File: src/rtl/fetch_unit.sv
// RV32I instruction fetch stage: owns the PC, issues word requests to instruction
// memory, buffers in-order responses in a 2-entry FIFO and drops responses made stale by redirects.
module fetch_unit #(
  parameter logic [31:0] RESET_PC = 32'h0000_0000
) (
  input  logic        clk,
  input  logic        rst_n,
  output logic        imem_req_valid,
  input  logic        imem_req_ready,
  output logic [31:0] imem_req_addr,
  input  logic        imem_rsp_valid,
  input  logic [31:0] imem_rsp_data,
  input  logic        redirect_valid,
  input  logic [31:0] redirect_pc,
  output logic        instr_valid,
  input  logic        instr_ready,
  output logic [31:0] Instr,
  output logic [31:0] instr_pc
);

  localparam int unsigned XLEN = 32;
  localparam int unsigned CW   = 2;
  localparam logic [CW:0]     DEPTH     = 3'd2;
  localparam logic [XLEN-1:0] NOP_INSTR = 32'h0000_0013;
  localparam logic [XLEN-1:0] PC_STEP   = 32'd4;

  localparam logic [0:0] ST_RUN   = 1'b0;
  localparam logic [0:0] ST_DRAIN = 1'b1;

  logic [0:0]      state_q, state_d;
  logic [XLEN-1:0] pc_q, pc_d;
  logic [CW-1:0]   count_q, count_d;
  logic [CW-1:0]   inflight_q, inflight_d;
  logic [CW-1:0]   drop_q, drop_d;
  logic            fifo_rd_q, fifo_rd_d;
  logic            fifo_wr_q, fifo_wr_d;
  logic            ipc_rd_q, ipc_rd_d;
  logic            ipc_wr_q, ipc_wr_d;

  logic [XLEN-1:0] fifo_instr_q [2];
  logic [XLEN-1:0] fifo_pc_q    [2];
  logic [XLEN-1:0] ipc_q        [2];

  logic            accept;
  logic            pop;
  logic            rsp;
  logic            fifo_write;
  logic [CW:0]     credit_used;

  // A response with nothing outstanding is a protocol error; ignore it rather than corrupt counters.
  assign rsp        = imem_rsp_valid && (inflight_q != '0);
  assign pop        = instr_valid && instr_ready;
  assign accept     = imem_req_valid && imem_req_ready;
  assign fifo_write = rsp && (state_q == ST_RUN) && !redirect_valid;

  // Credit check inflight + count - pop < 2, with pop moved to the right side to avoid underflow.
  assign credit_used    = {1'b0, inflight_q} + {1'b0, count_q};
  assign imem_req_valid = (state_q == ST_RUN) && !redirect_valid &&
                          (credit_used < (DEPTH + {{CW{1'b0}}, pop}));
  assign imem_req_addr  = pc_q;

  assign instr_valid = (count_q != '0);
  assign Instr       = instr_valid ? fifo_instr_q[fifo_rd_q] : NOP_INSTR;
  assign instr_pc    = instr_valid ? fifo_pc_q[fifo_rd_q] : '0;

  // Next-state logic; redirect overrides everything else.
  always_comb begin
    state_d    = state_q;
    pc_d       = pc_q;
    count_d    = count_q;
    drop_d     = drop_q;
    fifo_rd_d  = fifo_rd_q;
    fifo_wr_d  = fifo_wr_q;
    ipc_rd_d   = ipc_rd_q ^ rsp;
    ipc_wr_d   = ipc_wr_q ^ accept;
    inflight_d = inflight_q + CW'(accept) - CW'(rsp);

    if (redirect_valid) begin
      pc_d      = redirect_pc & ~XLEN'(3);
      count_d   = '0;
      fifo_rd_d = 1'b0;
      fifo_wr_d = 1'b0;
      drop_d    = inflight_q - CW'(rsp);
      state_d   = (drop_d != '0) ? ST_DRAIN : ST_RUN;
    end else begin
      if (accept) begin
        pc_d = pc_q + PC_STEP;
      end
      if (pop) begin
        fifo_rd_d = ~fifo_rd_q;
      end
      if (fifo_write) begin
        fifo_wr_d = ~fifo_wr_q;
      end
      count_d = count_q + CW'(fifo_write) - CW'(pop);
      if ((state_q == ST_DRAIN) && rsp) begin
        drop_d = drop_q - CW'(1);
        if (drop_q == CW'(1)) begin
          state_d = ST_RUN;
        end
      end
    end
  end

  always_ff @(posedge clk or negedge rst_n) begin
    if (!rst_n) begin
      state_q    <= ST_RUN;
      pc_q       <= RESET_PC;
      count_q    <= '0;
      inflight_q <= '0;
      drop_q     <= '0;
      fifo_rd_q  <= 1'b0;
      fifo_wr_q  <= 1'b0;
      ipc_rd_q   <= 1'b0;
      ipc_wr_q   <= 1'b0;
    end else begin
      state_q    <= state_d;
      pc_q       <= pc_d;
      count_q    <= count_d;
      inflight_q <= inflight_d;
      drop_q     <= drop_d;
      fifo_rd_q  <= fifo_rd_d;
      fifo_wr_q  <= fifo_wr_d;
      ipc_rd_q   <= ipc_rd_d;
      ipc_wr_q   <= ipc_wr_d;
    end
  end

  // Payload storage needs no reset: occupancy counters gate every read.
  always_ff @(posedge clk) begin
    if (fifo_write) begin
      fifo_instr_q[fifo_wr_q] <= imem_rsp_data;
      fifo_pc_q[fifo_wr_q]    <= ipc_q[ipc_rd_q];
    end
    if (accept) begin
      ipc_q[ipc_wr_q] <= pc_q;
    end
  end

endmodule

File: config.mk
export PLATFORM = sky130hd
export DESIGN_NAME = fetch_unit
export DESIGN_NICKNAME = d
export VERILOG_FILES = /design/src/rtl/fetch_unit.sv
export SDC_FILE = /design/constraint.sdc
export NUM_CORES = 1
export LEC_CHECK = 0
export ABC_AREA = 1
export BUFFER_PORTS_ARGS = -buffer_cell sky130_fd_sc_hd__buf_2
export CORE_MARGIN = 1.5
export CORE_UTILIZATION = 51
export DETAILED_ROUTE_END_ITERATION = 10
export GPL_TIMING_DRIVEN = 0
export PLACE_DENSITY = 0.77
export SYNTH_ARGS = -nofsm -noshare
export SYNTH_HDL_FRONTEND = slang
export SYNTH_SLANG_ARGS = --single-unit
File: constraint.sdc
create_clock -name clk -period 4.8 [get_ports clk]
set_input_delay 1.2 -clock clk [delete_from_list [all_inputs] [get_ports clk]]
set_output_delay 1.2 -clock clk [all_outputs]
set_load 0.01 [all_outputs]
==> results.sh <==
export IMPL_max_cap_violations=0
export IMPL_groute_usage_overall_pct=21.4
export IMPL_clkLatencyLatePin_ns=0.50
export IMPL_finalSetupViolations=0
export IMPL_path_class="flop to output port"
export IMPL_holdBufCountCts=0
export IMPL_chipHeight_um=141
export IMPL_timing_critical_path_buf_inv=4
export IMPL_fin_worst_skew_ns=0.0139
export IMPL_floorplan_core_area_um2=18700
export IMPL_antenna_found_initial=0
export IMPL_tritoncts="done"
export IMPL_synthesis_area_per_instance_um2=10.5
export IMPL_post_cts_resized_instances=0
export IMPL_power_leakage_nw=4.99
export IMPL_cts_setup_buffers=0
export IMPL_critical_path_peak_fanout=10
export IMPL_post_route_worst_setup_slack_ns=1.34
export IMPL_vias_per_inst=5.10
export IMPL_period_share_pct=72.1
export IMPL_timing_critical_path_slowest_stage_cell="sky130_fd_sc_hd__clkbuf_1"
export IMPL_drt_wirelength_per_cell_um=15.4
export IMPL_overflow=0
export IMPL_worst_endpoint_required_ns=3.60
export IMPL_delay_of_the_slowest_cell_on_the_worst_path_ns=0.41
export IMPL_power_combinational_fraction_pct=25.2
export IMPL_boundaryPins=168
export IMPL_cts_root_to_sink_buffers=3
export IMPL_final_design_area_no_fill_um2=11700
export IMPL_crit_arrival_ns=2.26
export IMPL_cts_root_buf="sky130_fd_sc_hd__clkbuf_16"
export IMPL_min_delay_worst_endpoint="drop_q[0]$_DFFE_PN0P_"
export IMPL_power_switching_fraction_pct=31.9
export IMPL_power_internal_w=0.00390
export IMPL_synth_cell_area_um2=9720
export IMPL_grt_pass1_vias=6699
export IMPL_drive_gt1_share_pct=20.7
export IMPL_power_switching_w=0.00183
export IMPL_fillerInstances=1438
export IMPL_final_max_slew_violation_count=0
export IMPL_hp_class="flop to flop"
export IMPL_post_synth_top_area_cell="sky130_fd_sc_hd__edfxtp_1"
export IMPL_hold_start="drop_q[0]$_DFFE_PN0P_"
export IMPL_final_hold_violation_count=0
export IMPL_critical_path_top_delay_family="buffers and inverters"
export IMPL_final_antenna_net_count=0
export IMPL_period_minus_slack_ns=3.46
export IMPL_clockPowerShare_pct=29.8
export IMPL_timing_rr_end="ipc_q[1][20]$_DFFE_PP_"
export IMPL_grt_max_degree=42
export IMPL_final_nets=1202
export IMPL_num_vias=7003
export IMPL_tightest_slew_ns=1.38
export IMPL_yosys_warnings=0
export IMPL_detailed_place_area_um2=11000
export IMPL_postRouteWirelength_um=21100
export IMPL_worst_path_most_repeated_cell="sky130_fd_sc_hd__buf_2"
export IMPL_placement_rows=50
export IMPL_chipWidth_um=141
export IMPL_power_density_nw_per_um2=489
export IMPL_rrSetupSlack_ns=1.65
export IMPL_wire_length_of_the_first_global_routing_pass_um=33300
export IMPL_synth_area_leaders="sky130_fd_sc_hd__edfxtp_1 57%, sky130_fd_sc_hd__nand2_1 14%, sky130_fd_sc_hd__dfrtp_1 11%, sky130_fd_sc_hd__nand3_1 3.8%, sky130_fd_sc_hd__a21oi_1 3.1%"
export IMPL_p_seq_share_pct=45.1
export IMPL_grt_setup_unrepaired="false"
export IMPL_area_delta_synth_final_pct=20.5
export IMPL_synth_seq_cells=225
export IMPL_power_ir_vdd_worst_mv=0.326
export IMPL_num_antenna_cells=0
export IMPL_port_buffer_count=160
export IMPL_dp_hpwl_um=14900
export IMPL_slew_limit_headroom_pct=8.11
export IMPL_worst_r2r_cell_count=8
export IMPL_clkSlewWorstSetupHoldPaths_ns=0.06
export IMPL_setup_worst_path_end_class="output port"
export IMPL_initial_core_utilization_pct=51.9
export IMPL_tritoncts_num_buffers=23
export IMPL_drc_violations_left=0
export IMPL_synth_yosys_seq_area_share_pct=67.4
export IMPL_place_ws_ns=1.22
export IMPL_first_pass_iters=5
export IMPL_htree_num_levels=1
export IMPL_synthCells=927
export IMPL_synth_cell_type_count=32
export IMPL_outcome="finished clean"
export IMPL_max_freq_ghz=0.289
export IMPL_cp_cell_sequence="buf_2 > inv_2 > clkbuf_1 > nand2_1 > a21oi_1 > buf_2"
export IMPL_crit_reg2reg_launch="inflight_q[0]$_DFF_PN0_"
export IMPL_hold_path_depth=2
export IMPL_worst_setup_path_start_kind="flop"
export IMPL_detail_route_iter0_violations=419
export IMPL_share_of_the_synthesized_area_in_the_top_cell_type_pct=56.9
export IMPL_clock_sinks=225
export IMPL_die_area_um2=19900
export IMPL_gpl_final_weighted_congestion=0.846
[logic make-up after synthesis]
family | Yosys count | share of synthesized area [%]
adders and majority gates | 11 | 1.49
buffers and inverters | 96 | 4.49
and+or+nand+nor | 505 | 21.3
AOI/OAI and AO/OA | 77 | 4.16
other | 1 | 0.0386
xor gates and xnor gates | 12 | 1.08
DFF | 225 | 67.4
[stage by stage]
| step | cells | total power, W | hold WS [ns] | utilization (%) | TNS [ns] |
|---|---|---|---|---|---|
| finish | 1372 | 0.00573 | 0.506 | 62.6 | 0 |
| CTS | 1372 | 0.00577 | 0.514 | 62.6 | 0 |
| global route | 1372 | 0.00606 | 0.569 | 62.6 | 0 |
| global placement | 1324 | 0.00400 | 0.473 | 57.9 | -164.04 |
| floorplan | 930 | 0.00347 | 0.460 | - | 0 |
| detailed placement | 1330 | 0.00407 | 0.501 | 58.7 | 0 |
[cells in the mapped netlist (all sizes together)]
cell type  count
o22ai          1
edfxtp       184
fa             1
nand2        377
o21bai         5
or2            2
clkinv         1
clkbuf        25
buf           16
conb           1
dfrtp         41
nor3           1
a21oi         61
a31oi          1
nor2          45
inv           54
o21ai          9
xnor2          8
ha            10
nand3         80
xor2           4
[layer usage]
layer,up-vias,wire [um],track usage [%]
li1,3475,-,-
met1,3281,9070,27.9
met2,224,10500,37.0
met3,23,1220,3.33
met4,0,381,6.69
met5,-,0,0
[cell usage in the layout, fill, tap and decap left out, types with 2 or more instances in the layout]
master and n:
sky130_fd_sc_hd__o21ai_0 8, sky130_fd_sc_hd__or2_2 2, sky130_fd_sc_hd__clkbuf_16 23, sky130_fd_sc_hd__clkbuf_1 35, sky130_fd_sc_hd__edfxtp_1 184, sky130_fd_sc_hd__ha_1 10, sky130_fd_sc_hd__nor2_4 3, sky130_fd_sc_hd__buf_4 4
sky130_fd_sc_hd__a21oi_1 61, sky130_fd_sc_hd__buf_6 6, sky130_fd_sc_hd__xor2_1 4, sky130_fd_sc_hd__clkinvlp_4 2, sky130_fd_sc_hd__buf_16 4, sky130_fd_sc_hd__nor2_2 3, sky130_fd_sc_hd__nand2_2 3, sky130_fd_sc_hd__inv_2 2
sky130_fd_sc_hd__buf_2 165, sky130_fd_sc_hd__bufinv_16 2, sky130_fd_sc_hd__dfrtp_1 41, sky130_fd_sc_hd__nand3_1 74, sky130_fd_sc_hd__o21bai_1 5, sky130_fd_sc_hd__nand3_2 6, sky130_fd_sc_hd__nand2_1 373, sky130_fd_sc_hd__nor2_1 39
sky130_fd_sc_hd__conb_1 4, sky130_fd_sc_hd__clkinv_1 2, sky130_fd_sc_hd__inv_6 2, sky130_fd_sc_hd__xnor2_1 8, sky130_fd_sc_hd__inv_1 51
[power groups by stage]
stage	logic, W	clock network [W]	registers (W)
6_report	0.00144	0.00171	0.00258
5_1_grt	0.00163	0.00182	0.00260
4_1_cts	0.00146	0.00173	0.00258
3_5_place_dp	0.00145	0	0.00262
3_3_place_gp	0.00139	0	0.00261
2_1_floorplan	0.000883	0	0.00259
[state kept, by name, summed over array words and instances (netlist names)]
name           flops
imem_req_addr     30
fifo_rd_q          1
drop_q             2
count_q            2
state_q            1
fifo_instr_q      64
fifo_wr_q          1
ipc_rd_q           1
inflight_q         2
ipc_wr_q           1
fifo_pc_q         60
ipc_q             60
[layout make-up]
cell class | count | area (um^2) | share of cell area, %
Sequential cell | 225 | 6550 | 56.0
Multi-Input combinational cell | 609 | 2760 | 23.6
Timing Repair Buffer | 166 | 946 | 8.08
Clock buffer | 34 | 627 | 5.35
Tap cell | 234 | 293 | 2.50
Buffer | 41 | 220 | 1.88
Inverter | 55 | 216 | 1.85
Clock inverter | 8 | 96.3 | 0.823
[worst max path at each step]
stage                          start                             to  depth (start not counted)  slack (ns)
5_1_grt        fifo_rd_q$_DFFE_PN0P_                   instr_pc[14]                          6        1.23
3_3_place_gp          redirect_valid  fifo_instr_q[0][25]$_DFFE_PP_                          5       -1.49
2_1_floorplan         redirect_valid   fifo_instr_q[0][0]$_DFFE_PP_                          5        0.05
6_report       fifo_rd_q$_DFFE_PN0P_                   instr_pc[14]                          6        1.34
3_5_place_dp          redirect_valid         ipc_q[0][28]$_DFFE_PP_                          9        1.22
4_1_cts        fifo_rd_q$_DFFE_PN0P_                   instr_pc[14]                          6        1.33
[worst reg2reg max path, stage by stage, from the launching register on]
cell and delay (ns):
sky130_fd_sc_hd__dfrtp_1 0.42, sky130_fd_sc_hd__ha_1 0.21, sky130_fd_sc_hd__fa_1 0.41, sky130_fd_sc_hd__nor2_4 0.14, sky130_fd_sc_hd__nand3_2 0.12, sky130_fd_sc_hd__buf_6 0.17
sky130_fd_sc_hd__clkinv_4 0.06, sky130_fd_sc_hd__buf_6 0.14, sky130_fd_sc_hd__ha_1 1.09
No activity file was read; power rests on OpenSTA's default activity.
